--- src/rtl/bcd_conv_sched.sv ---
// bcd_conv_sched
// Shared iterative binary-to-BCD converter (shift-and-add3, "double dabble")
// with a two-input round-robin front end and a tagged valid/ready result port.
//
// Ports:
//   clk, rst_n            clock; synchronous active-low reset
//   req0_valid/data/ready requester 0 operand handshake (ready is combinational)
//   req1_valid/data/ready requester 1 operand handshake (ready is combinational)
//   out_valid/out_ready   result handshake
//   out_id                requester owning the result
//   out_bcd               BCD digits, [3:0] is the least significant digit
//   busy                  engine is converting or holding a result
module bcd_conv_sched #(
    parameter int WIDTH  = 16,
    parameter int DIGITS = 5
) (
    input  logic                  clk,
    input  logic                  rst_n,
    input  logic                  req0_valid,
    input  logic [WIDTH-1:0]      req0_data,
    output logic                  req0_ready,
    input  logic                  req1_valid,
    input  logic [WIDTH-1:0]      req1_data,
    output logic                  req1_ready,
    output logic                  out_valid,
    output logic                  out_id,
    output logic [4*DIGITS-1:0]   out_bcd,
    input  logic                  out_ready,
    output logic                  busy
);
    localparam int BW = 4 * DIGITS;
    localparam int CW = $clog2(WIDTH + 1);

    typedef enum logic [1:0] {IDLE, SHIFT, DONE} state_t;

    state_t              state_reg, state_next;
    logic [WIDTH-1:0]    shift_reg;
    logic [BW-1:0]       digits_reg;
    logic [CW-1:0]       cnt_reg;
    logic                id_reg;
    logic                last_grant_reg;
    logic [BW-1:0]       out_bcd_reg;
    logic                out_id_reg;

    logic                grant;
    logic                accept;
    logic [BW-1:0]       adj;
    logic [BW+WIDTH-1:0] shifted;

    // req1 wins when it is alone, or when both ask and req0 was served last.
    assign grant  = req1_valid & (~req0_valid | ~last_grant_reg);
    assign req0_ready = (state_reg == IDLE) & ~grant;
    assign req1_ready = (state_reg == IDLE) & grant;
    assign accept = (req0_valid & req0_ready) | (req1_valid & req1_ready);

    // Add 3 to every digit that would overflow past 9 after the doubling shift.
    // A digit is at most 9 here, so 9+3 still fits in 4 bits.
    generate
        for (genvar gi = 0; gi < DIGITS; gi++) begin : g_add3
            assign adj[4*gi +: 4] = (digits_reg[4*gi +: 4] >= 4'd5)
                                  ? digits_reg[4*gi +: 4] + 4'd3
                                  : digits_reg[4*gi +: 4];
        end
    endgenerate

    // The top bit shifted out is always zero because 10**DIGITS > 2**WIDTH-1.
    assign shifted = {adj, shift_reg} << 1;

    assign out_valid = (state_reg == DONE);
    assign busy      = (state_reg != IDLE);
    assign out_bcd   = out_bcd_reg;
    assign out_id    = out_id_reg;

    always_comb begin
        state_next = state_reg;
        case (state_reg)
            IDLE:    if (accept) state_next = SHIFT;
            SHIFT:   if (cnt_reg == CW'(1)) state_next = DONE;
            DONE:    if (out_ready) state_next = IDLE;
            default: state_next = IDLE;
        endcase
    end

    always_ff @(posedge clk) begin
        if (!rst_n) begin
            state_reg <= IDLE;
        end else begin
            state_reg <= state_next;
        end
    end

    always_ff @(posedge clk) begin
        if (!rst_n) begin
            shift_reg      <= '0;
            digits_reg     <= '0;
            cnt_reg        <= '0;
            id_reg         <= 1'b0;
            last_grant_reg <= 1'b1;
            out_bcd_reg    <= '0;
            out_id_reg     <= 1'b0;
        end else begin
            case (state_reg)
                IDLE: begin
                    if (accept) begin
                        shift_reg      <= grant ? req1_data : req0_data;
                        digits_reg     <= '0;
                        cnt_reg        <= CW'(WIDTH);
                        id_reg         <= grant;
                        last_grant_reg <= grant;
                    end
                end
                SHIFT: begin
                    shift_reg  <= shifted[WIDTH-1:0];
                    digits_reg <= shifted[BW+WIDTH-1:WIDTH];
                    cnt_reg    <= cnt_reg - CW'(1);
                    // Publish the result only on the final shift so out_bcd
                    // keeps the previous result during a conversion.
                    if (cnt_reg == CW'(1)) begin
                        out_bcd_reg <= shifted[BW+WIDTH-1:WIDTH];
                        out_id_reg  <= id_reg;
                    end
                end
                default: ;
            endcase
        end
    end
endmodule

--- config.mk ---
export PLATFORM = sky130hd
export DESIGN_NAME = bcd_conv_sched
export DESIGN_NICKNAME = d
export VERILOG_FILES = /design/src/rtl/bcd_conv_sched.sv
export SDC_FILE = /design/constraint.sdc
export NUM_CORES = 1
export LEC_CHECK = 0
export CAP_MARGIN = 10
export CORE_MARGIN = 2
export CORE_UTILIZATION = 35
export CTS_CLUSTER_SIZE = 14
export DETAILED_ROUTE_END_ITERATION = 12
export DONT_BUFFER_PORTS = 1
export GPL_TIMING_DRIVEN = 0
export SLEW_MARGIN = 0
export SYNTH_ARGS = -nofsm -noshare
export SYNTH_HDL_FRONTEND = slang
export SYNTH_SLANG_ARGS = --single-unit
--- constraint.sdc ---
create_clock -name clk -period 2.55 [get_ports clk]
set_clock_uncertainty 0.15 [all_clocks]
set_input_delay 0.51 -clock clk [delete_from_list [all_inputs] [get_ports clk]]
set_output_delay 0.51 -clock clk [all_outputs]
set_load 0.02 [all_outputs]
# Yosys cells after proc, flatten, opt, wreduce, memory -nomap -nowiden
# Index checks and enable logic that the tools add are counted.
# classes
addsub	6
order_cmp	5
eq_ne	6
muxes	16
n_bitwise	10
n_reduce_logical	7
# op_table
op	count
20-bit case mux with 2 select lines	1
16-bit two-way mux	2
16-bit case mux with 2 select lines	1
4-bit by 3-bit >= comparator with 1-bit output (second input constant)	5
20-bit two-way mux	1
4-bit by 2-bit adder with 4-bit output (second input constant)	4
4-bit two-way mux	4
5-bit case mux with 2 select lines	1
2-bit two-way mux	3
2-bit case mux with 3 select lines	1
2-bit AND reduction	3
1-bit bitwise AND	5
5-bit by 1-bit equality test with 1-bit output (second input constant)	1
5-bit two-way mux	1
5-bit by 1-bit subtractor with 5-bit output (second input constant)	1
2-bit inequality test (second input constant)	2
2-bit nonzero test	2
3-bit by 2-bit adder with 3-bit output (second input constant)	1
3-bit two-way mux	1
1-bit inverter	3
3-bit AND reduction	1
2-bit by 1-bit equality test with 1-bit output (second input constant)	1
2-bit equality test (second input constant)	1
2-bit zero test	1
other kinds (2)	3
# totals
ff_bits	66
output_inout_bits	25

# Depth between registers and ports, before layout
# Gate-level depths: netlist of run 1.
# logic_depth
ltp_word	9
ltp_mapped	8
depth_no_buf	6

# Worst setup path after synthesis of run 1
# Ideal clock, no wire load.
# synth_path
path_type	input port to output port
startpoint	in req1_valid
endpoint	out req1_ready
t_arrival_ns	1.275
t_required_ns	1.890
slack_ns	0.615
stages	4
path_buffers	2
path_cell_list	a21bo_1 > buf_6 > buf_6 > nor2_1
# synth_between
elab_chain_cells	2
# synth_lines
element	line_no	rtl
start, declared	22	input logic req1_valid,
1-bit bitwise AND	51	assign grant = req1_valid & (~req0_valid | ~last_grant_reg);
1-bit bitwise AND	53	assign req1_ready = (state_reg == IDLE) & grant;
end, declared	24	output logic req1_ready,
# Every way passes these cells.

# Final worst setup path of run 1
# layout_path
startpoint	reg state_reg[0]
endpoint	out req1_ready
# layout_between
elab_chain_cells	2
# layout_lines
element	line_no	rtl
start, declared	36	state_t state_reg, state_next;
start signal, assigned	88	state_reg <= state_next;
2-bit zero test	53	
1-bit bitwise AND	53	
# Every way passes these cells.

==> reports/metrics.yaml, run 1 <==
timing:
  maxSlewHeadroom_pct: 61.5
  drv_slew: 0
  max_slew.worst_pin.slew_ns: 0.577
  setup_tns_ns: 0
  hold_ws_ns: 0.231
  rsz0062_at_grt: "false"
  hold_viol_final: 0
  finalSetupViolations: 0
  final.min_clock_period_ns: 2.45
  fin_crit_sh_pct: 96.0
  clock.fmax_mhz: 409
synthesis:
  synth-async-reset-ratio_pct: 0
  ys_types: 49
  ys_ff_latch: 66
  synth-edff-count: 0
  yosysWarnings: 0
  syn_area_sq_mm: 0.00331
  avgSynthCellArea_sq_um: 9.32
  synth_cells: 355
  mappedNetlistNets: 404
  yosysSeqAreaShare_pct: 40.0
  ys.flop_type: "dfxtp_1"
detailed_routing:
  drc: 0
  drtAntennaViolNets: 0
  first_pass_iters: 4
  vias: 2543
  first_iter_violations: 93
  via_per_inst: 5.28
  routedWlPerCell_microns: 16.1
  routed_wl_mm: 7.77
setup_path:
  path_class: "register to primary output"
  cp_data_arrival_time_ns: 1.79
  crit_family: "simple AND/OR/NAND/NOR gates"
  cp_cell_sequence: "buf_2 -> nor2_1 -> inv_1 -> nor2_1"
  required_ns: 1.89
  critPathMaxFanout: 10
  cp_common_cell: "nor2_1"
  critPathBufInv: 2
  cp-end-kind: "primary output"
  worstSetupStartpointType: "register"
  crit_path_top_delay_cell: "nor2_1"
  max_stage_delay_ns: 0.49
cells_and_area:
  area_growth_pct: 11.4
  insertedDiodeCount: 0
  nNetsFinal: 415
  fillers: 919
  drive_above_1_share_pct: 17.0
  final_util_pct: 40.1
clock_network:
  ctsLongestPathBuffers: 2
  clk-insertion-delay-late_ns: 0.35
  cts.repair.resized: 0
  cts_htree_levels: 3
  clkTransAtPathRegs_ns: 0.07
  cts_tree: "yes"
  postCtsHoldBufs: 0
  clock_sinks: 66
  cts_setup_buffers: 0
  cts_buffers: 9
  cts_root_buffer: "clkbuf_8"
grt:
  grt-ovfl-total: 0
  antenna_found_initial: 0
  grt_pass1_wl_mm: 12.3
  globalRouteTotalUtil_pct: 15.7
  grt_pass1_vias: 2494
  grt_max_degree: 12
die:
  design.core.area_sq_mm: 0.00920
  fp.dieW_microns: 101
  die_h_microns: 101
  rows: 35
  start_util_pct: 36.0
  dieArea_sq_mm: 0.0102
  num_io_pins: 62
power:
  peakVddDrop_v: 0.000280
  leakage_nw: 1.35
  p_per_area_mw_per_mm2: 680
placement:
  gp_congestion: 0.793
  port_buffers: 0
  dp_hpwl_mm: 5.58
flow_run:
  maxCapViolCount: 0
run_status:
  status: "completed"
hold_path:
  holdCritPathClass: "input pin to register"
==> cell type report <==
type	instances	area (sq um)	area share (%)
Buffer	23	165	4.48
Inverter	14	52.6	1.43
Clock buffer	12	165	4.48
Tap cell	111	139	3.77
Sequential cell	66	1320	35.9
Clock inverter	4	72.6	1.97
Multi-Input combinational cell	252	1770	48.0
==> stage by stage <==
step / total power, mW / cells / setup slack (ns) / instance area, sq um
after detailed placement: 1.49 / 466 / 0.495 / 3450
after global routing: 2.62 / 482 / 0.0238 / 3680
after CTS: 2.53 / 482 / 0.109 / 3680
after global placement: 1.49 / 466 / 0.486 / 3450
final: 2.51 / 482 / 0.103 / 3680
after floorplan: 1.42 / 355 / 0.615 / 3310
==> final timing paths <==
check / start / to / slack, ns / cells after the start
hold reg to reg: shift_reg[14]$_SDFFE_PN0P_ / shift_reg[14]$_SDFFE_PN0P_ / 0.31 / 1
setup / recovery: state_reg[0]$_SDFFE_PN0P_ / req1_ready / 0.10 / 4
setup reg to reg: state_reg[0]$_SDFFE_PN0P_ / id_reg$_SDFFE_PN0P_ / 0.69 / 6
hold / removal: req0_valid / last_grant_reg$_SDFFE_PN1P_ / 0.23 / 2
==> cells by family (layout without fill, tap and decap cells) <==
logic type,Yosys count,in the layout,synth area share [%]
xor+xnor,7,7,1.85
buf+inv,37,53,6.58
compound gates,109,109,24.9
flops,66,66,40.0
fa+ha+maj,12,12,4.54
mux,7,7,2.31
simple gates,117,117,19.9
==> placed cells by master (no fill, tap or decap), types with 3 or more instances in the layout <==
cell type	synthesis	routed
buf_2	3	3
clkbuf_1	5	5
clkbuf_8	0	12
o21ai_0	7	7
buf_6	5	5
xnor2_1	7	7
o31a_1	5	5
nor2_1	25	25
a32o_1	16	16
a21oi_1	20	20
o211a_1	5	5
nand2b_1	22	22
dfxtp_1	66	66
o2bb2ai_1	14	14
nand2_1	29	29
nand4_1	5	5
ha_1	12	12
o22ai_1	4	4
inv_1	14	14
o22ai_2	7	7
mux2_2	5	5
o21ai_1	22	22
nor2_2	7	7
buf_4	7	7
nor2b_1	6	6
nor3b_1	9	9
==> worst reg2reg max path, delay by kind of cell, from the launching register on <==
family | cells | cell delay, ns
AOI/OAI and AO/OA | 1 | 0.08
and+or+nand+nor | 3 | 0.82
buffers and inverters | 2 | 0.40
DFF | 1 | 0.35
==> cells in the mapped netlist (9+ instances only) <==
master,count,area share [%]
o21ai_1,22,3.3
dfxtp_1,66,40
ha_1,12,4.5
inv_1,14,1.6
o2bb2ai_1,14,3.7
nand2b_1,22,4.2
nor2_1,25,2.8
nand2_1,29,3.3
a32o_1,16,4.8
a21oi_1,20,3.0
nor3b_1,9,2.0
==> layer usage <==
metal	track usage, %	vias to the layer above	share of wire, %
met4	5.51	0	1.3
li1	-	1290	-
met2	26.0	45	49
met1	19.1	1200	45
met3	5.24	8	5.4
met5	0	-	0
==> power by group <==
group / switching, mW / total [mW] / leakage (nW) / internal, mW
Clock: 0.409 / 1.04 / 0.119 / 0.629
Combinational: 0.185 / 0.330 / 0.694 / 0.146
Sequential: 0.0476 / 1.14 / 0.538 / 1.09
Note: power is estimated with default switching activity, not from simulation.
==> run 2, diff against run 1 <==
- ABC_AREA: unset -> 0
- CORE_UTILIZATION: 35 -> 30
==> reports/metrics.yaml, run 2 (same netlist as run 1, synthesis figures left out) <==
placement:
  dp_hpwl_mm: 5.62
  placed_cells: 495
  gp_congestion: 0.799
  port_buffers: 0
  dp_worst_setup_slack_ns: 0.448
cells_and_area:
  final_cell_mix: "dfxtp_1 (66), nand2_1 (29), nor2_1 (24), nand2b_1 (22), o21ai_1 (22)"
  fillers: 1080
  final_common_cell: "dfxtp_1"
  nNetsFinal: 415
  area_growth_pct: 11.5
  final_cell_count_no_fill: 511
  final_util_pct: 34.2
  insertedDiodeCount: 0
  drive_above_1_share_pct: 17.3
timing:
  max_slew.worst_pin.slew_ns: 0.583
  maxSlewHeadroom_pct: 61.2
  finalSetupViolations: 0
  hold_viol_final: 0
  worst_slack_ns: 0.175
  setup_tns_ns: 0
  drv_slew: 0
  rsz0062_at_grt: "false"
  final.min_clock_period_ns: 2.37
  clock.fmax_mhz: 421
  fin_crit_sh_pct: 93.1
power:
  p_per_area_mw_per_mm2: 643
  p_switching_mw: 0.638
  peakVddDrop_v: 0.000315
  leakage_nw: 1.34
  internal_power_mw: 1.74
  p_seq_share_pct: 47.9
  clkPwrFrac_pct: 38.1
  power_frac_comb_pct: 14.0
  power.total_mw: 2.37
  switching_share_pct: 26.9
setup_path:
  cp_data_arrival_time_ns: 1.71
  required_ns: 1.89
  critPathMaxFanout: 10
  worstSetupStartpointType: "register"
  path_class: "register to primary output"
  cp-end-kind: "primary output"
  r2r_setup_slack_ns: 0.74
clock_network:
  cts_htree_levels: 3
  clock_sinks: 66
  clk-insertion-delay-late_ns: 0.34
  cts_root_buffer: "clkbuf_8"
  postCtsHoldBufs: 0
  cts_buffers: 9
  ctsLongestPathBuffers: 2
  cts_tree: "yes"
  cts_setup_buffers: 0
  clkTransAtPathRegs_ns: 0.08
detailed_routing:
  first_pass_iters: 4
  first_iter_violations: 128
  drc: 0
  drtAntennaViolNets: 0
  routed_wl_mm: 7.74
  via_per_inst: 5.02
  vias: 2563
  routedWlPerCell_microns: 15.2
grt:
  grt_pass1_wl_mm: 12.6
  globalRouteTotalUtil_pct: 13.8
  grt_pass1_vias: 2566
  grt-ovfl-total: 0
  antenna_found_initial: 0
  grt_max_degree: 12
die:
  num_io_pins: 62
  fp.dieW_microns: 109
  start_util_pct: 30.6
  rows: 38
  dieArea_sq_mm: 0.0119
  die_h_microns: 109
  design.core.area_sq_mm: 0.0108
hold_path:
  holdCritPathClass: "input pin to register"
flow_run:
  maxCapViolCount: 0
run_status:
  status: "completed"
==> run 2: cell count changes in the layout (fill, tap and decap cells not counted) <==
cell | before | now
clkbuf_8 | 12 | 11
bufinv_16 | 2 | 1
clkinv_2 | 1 | 3
nor2_1 | 25 | 24
nor2_2 | 7 | 8
==> run 2: layout make-up <==
class | count | area [sq um] | area share (%)
Buffer | 23 | 165 | 4.48
Clock buffer | 11 | 151 | 4.10
Clock inverter | 5 | 52.6 | 1.42
Inverter | 14 | 52.6 | 1.42
Multi-Input combinational cell | 252 | 1770 | 48.0
Sequential cell | 66 | 1320 | 35.8
Tap cell | 140 | 175 | 4.75
==> run 2: power by group through the flow <==
stage	combinational, mW	clock (mW)	sequential, mW
4_1_cts	0.336	0.921	1.14
6_report	0.332	0.903	1.14
3_5_place_dp	0.334	0	1.16
3_3_place_gp	0.328	0	1.16
5_1_grt	0.369	0.963	1.14
2_1_floorplan	0.267	0	1.15
==> run 2: what timing repair did <==
| action | in CTS | in global routing |
|---|---|---|
| resized for setup | 0 | 1 |
| endpoints found under the setup margin | 0 | 1 |
| hold endpoints to repair | 0 | 0 |
==> run 2: stage by stage <==
stage,area [sq um],hold WS [ns]
after CTS,3690,0.217
final,3690,0.231
after detailed placement,3480,0.298
after global routing,3690,0.220
after global placement,3480,0.289
after floorplan,3310,0.282
==> run 2: path summary, 6_finish.rpt <==
kind / end / startpoint / cells after the start
hold / removal: last_grant_reg$_SDFFE_PN1P_ / req0_valid / 2
setup reg to reg: digits_reg[2]$_SDFFE_PN0P_ / digits_reg[0]$_SDFFE_PN0P_ / 6
setup / recovery: req0_ready / state_reg[0]$_SDFFE_PN0P_ / 4
hold reg to reg: shift_reg[4]$_SDFFE_PN0P_ / shift_reg[4]$_SDFFE_PN0P_ / 1
==> run 2: critical path, cell delays in order, from the launching register on <==
cell     delay, ns
dfxtp_1       0.34
buf_2         0.20
nor2_1        0.25
inv_1         0.22
nor2_1        0.36
==> run 2: metal layers <==
metal | share of wire (%) | routed length [microns] | track usage [%] | vias up
li1 | - | - | - | 1295
met1 | 44 | 3400 | 16.5 | 1221
met2 | 51 | 3930 | 23.3 | 45
met3 | 4.6 | 358 | 3.11 | 2
met4 | 0.74 | 57 | 6.96 | 0
met5 | 0 | 0 | 0 | -
==> run 3, diff against run 2 <==
- CORE_MARGIN: 2 -> 1
==> reports/metrics.yaml, run 3 (same netlist as run 1, synthesis figures left out) <==
run_status:
  status: "completed"
detailed_routing:
  first_iter_violations: 73
  drc: 0
  first_pass_iters: 4
  via_per_inst: 5.06
  routed_wl_mm: 7.63
  routedWlPerCell_microns: 15.0
  vias: 2563
  drtAntennaViolNets: 0
setup_path:
  required_ns: 1.89
  critPathMaxFanout: 10
  cp-end-kind: "primary output"
  path_class: "register to primary output"
  worstSetupStartpointType: "register"
  cp_data_arrival_time_ns: 1.77
timing:
  hold_viol_final: 0
  fin_crit_sh_pct: 95.3
  finalSetupViolations: 0
  final.min_clock_period_ns: 2.43
  clock.fmax_mhz: 412
  max_slew.worst_pin.slew_ns: 0.558
  worst_slack_ns: 0.121
  drv_slew: 0
  setup_tns_ns: 0
  rsz0062_at_grt: "false"
  maxSlewHeadroom_pct: 62.8
cells_and_area:
  area_growth_pct: 11.0
  insertedDiodeCount: 0
  final_common_cell: "dfxtp_1"
  fillers: 1076
  nNetsFinal: 415
  final_cell_count_no_fill: 507
  drive_above_1_share_pct: 16.7
  final_cell_mix: "dfxtp_1 (66), nand2_1 (29), nor2_1 (25), nand2b_1 (22), o21ai_1 (22)"
placement:
  port_buffers: 0
  dp_hpwl_mm: 5.62
  dp_worst_setup_slack_ns: 0.472
  gp_congestion: 0.814
  placed_cells: 491
clock_network:
  clk-insertion-delay-late_ns: 0.34
  cts_tree: "yes"
  cts_setup_buffers: 0
  clock_sinks: 66
  cts_buffers: 9
  cts_htree_levels: 3
  ctsLongestPathBuffers: 2
  postCtsHoldBufs: 0
  clkTransAtPathRegs_ns: 0.07
  cts_root_buffer: "clkbuf_8"
  cts.repair.resized: 0
die:
  rows: 37
  fp.dieW_microns: 107
  design.core.area_sq_mm: 0.0105
  die_h_microns: 107
  dieArea_sq_mm: 0.0114
  start_util_pct: 31.5
  num_io_pins: 62
power:
  peakVddDrop_v: 0.000202
  power.total_mw: 2.35
  leakage_nw: 1.33
  p_per_area_mw_per_mm2: 639
grt:
  grt_pass1_vias: 2528
  antenna_found_initial: 0
  grt_pass1_wl_mm: 12.6
  grt_max_degree: 12
  grt-ovfl-total: 0
  globalRouteTotalUtil_pct: 14.4
hold_path:
  holdCritPathClass: "input pin to register"
flow_run:
  maxCapViolCount: 0
## run 3: cell count changes in the layout (fill, tap and decap cells not counted)
cell and delta:
nor2_2 -1, clkinvlp_4 -1, nor2_1 +1, clkbuf_1 +1, clkinv_4 +1, clkbuf_8 -1
## run 3: critical path, stage by stage (launching register included)
cell and delay, ns:
dfxtp_1 0.34, buf_2 0.20, nor2_1 0.23, inv_1 0.20
nor2_1 0.45
## run 3: routing by layer
layer | routed length [microns] | up-vias | track usage, %
met1 | 3390 | 1234 | 17.5
met3 | 356 | 9 | 4.19
met5 | 0 | - | 0
met4 | 127 | 0 | 5.87
li1 | - | 1290 | -
met2 | 3750 | 30 | 23.6
## run 3: worst paths after layout
path,from,to,slack (ns),cells past startpoint
worst min register to register,shift_reg[4]$_SDFFE_PN0P_,shift_reg[4]$_SDFFE_PN0P_,0.31,1
worst max-delay path,state_reg[0]$_SDFFE_PN0P_,req1_ready,0.12,4
worst min-delay path,req0_valid,last_grant_reg$_SDFFE_PN1P_,0.23,2
worst max register to register,state_reg[0]$_SDFFE_PN0P_,id_reg$_SDFFE_PN0P_,0.71,6
## run 3: layout make-up
type,instances,area [sq um],share of cell area [%]
Sequential cell,66,1320,36.0
Tap cell,136,170,4.63
Buffer,23,165,4.50
Clock buffer,11,141,3.85
Inverter,14,52.6,1.43
Multi-Input combinational cell,252,1770,48.1
Clock inverter,5,53.8,1.47
## run 3: power by group
group          total, mW  leakage (nW)  switching (mW)  internal [mW]
clock network      0.879         0.103           0.404          0.475
registers           1.14         0.538          0.0480           1.09
logic              0.329         0.694           0.183          0.146
total               2.35          1.33           0.635           1.71
## run 3: stage by stage
stage	util, %	hold slack [ns]	cell area, sq um
6_report	34.9	0.230	3670
5_1_grt	34.9	0.226	3670
4_1_cts	34.9	0.219	3670
3_5_place_dp	33.1	0.298	3480
3_3_place_gp	33.1	0.289	3480
2_1_floorplan	-	0.282	3310
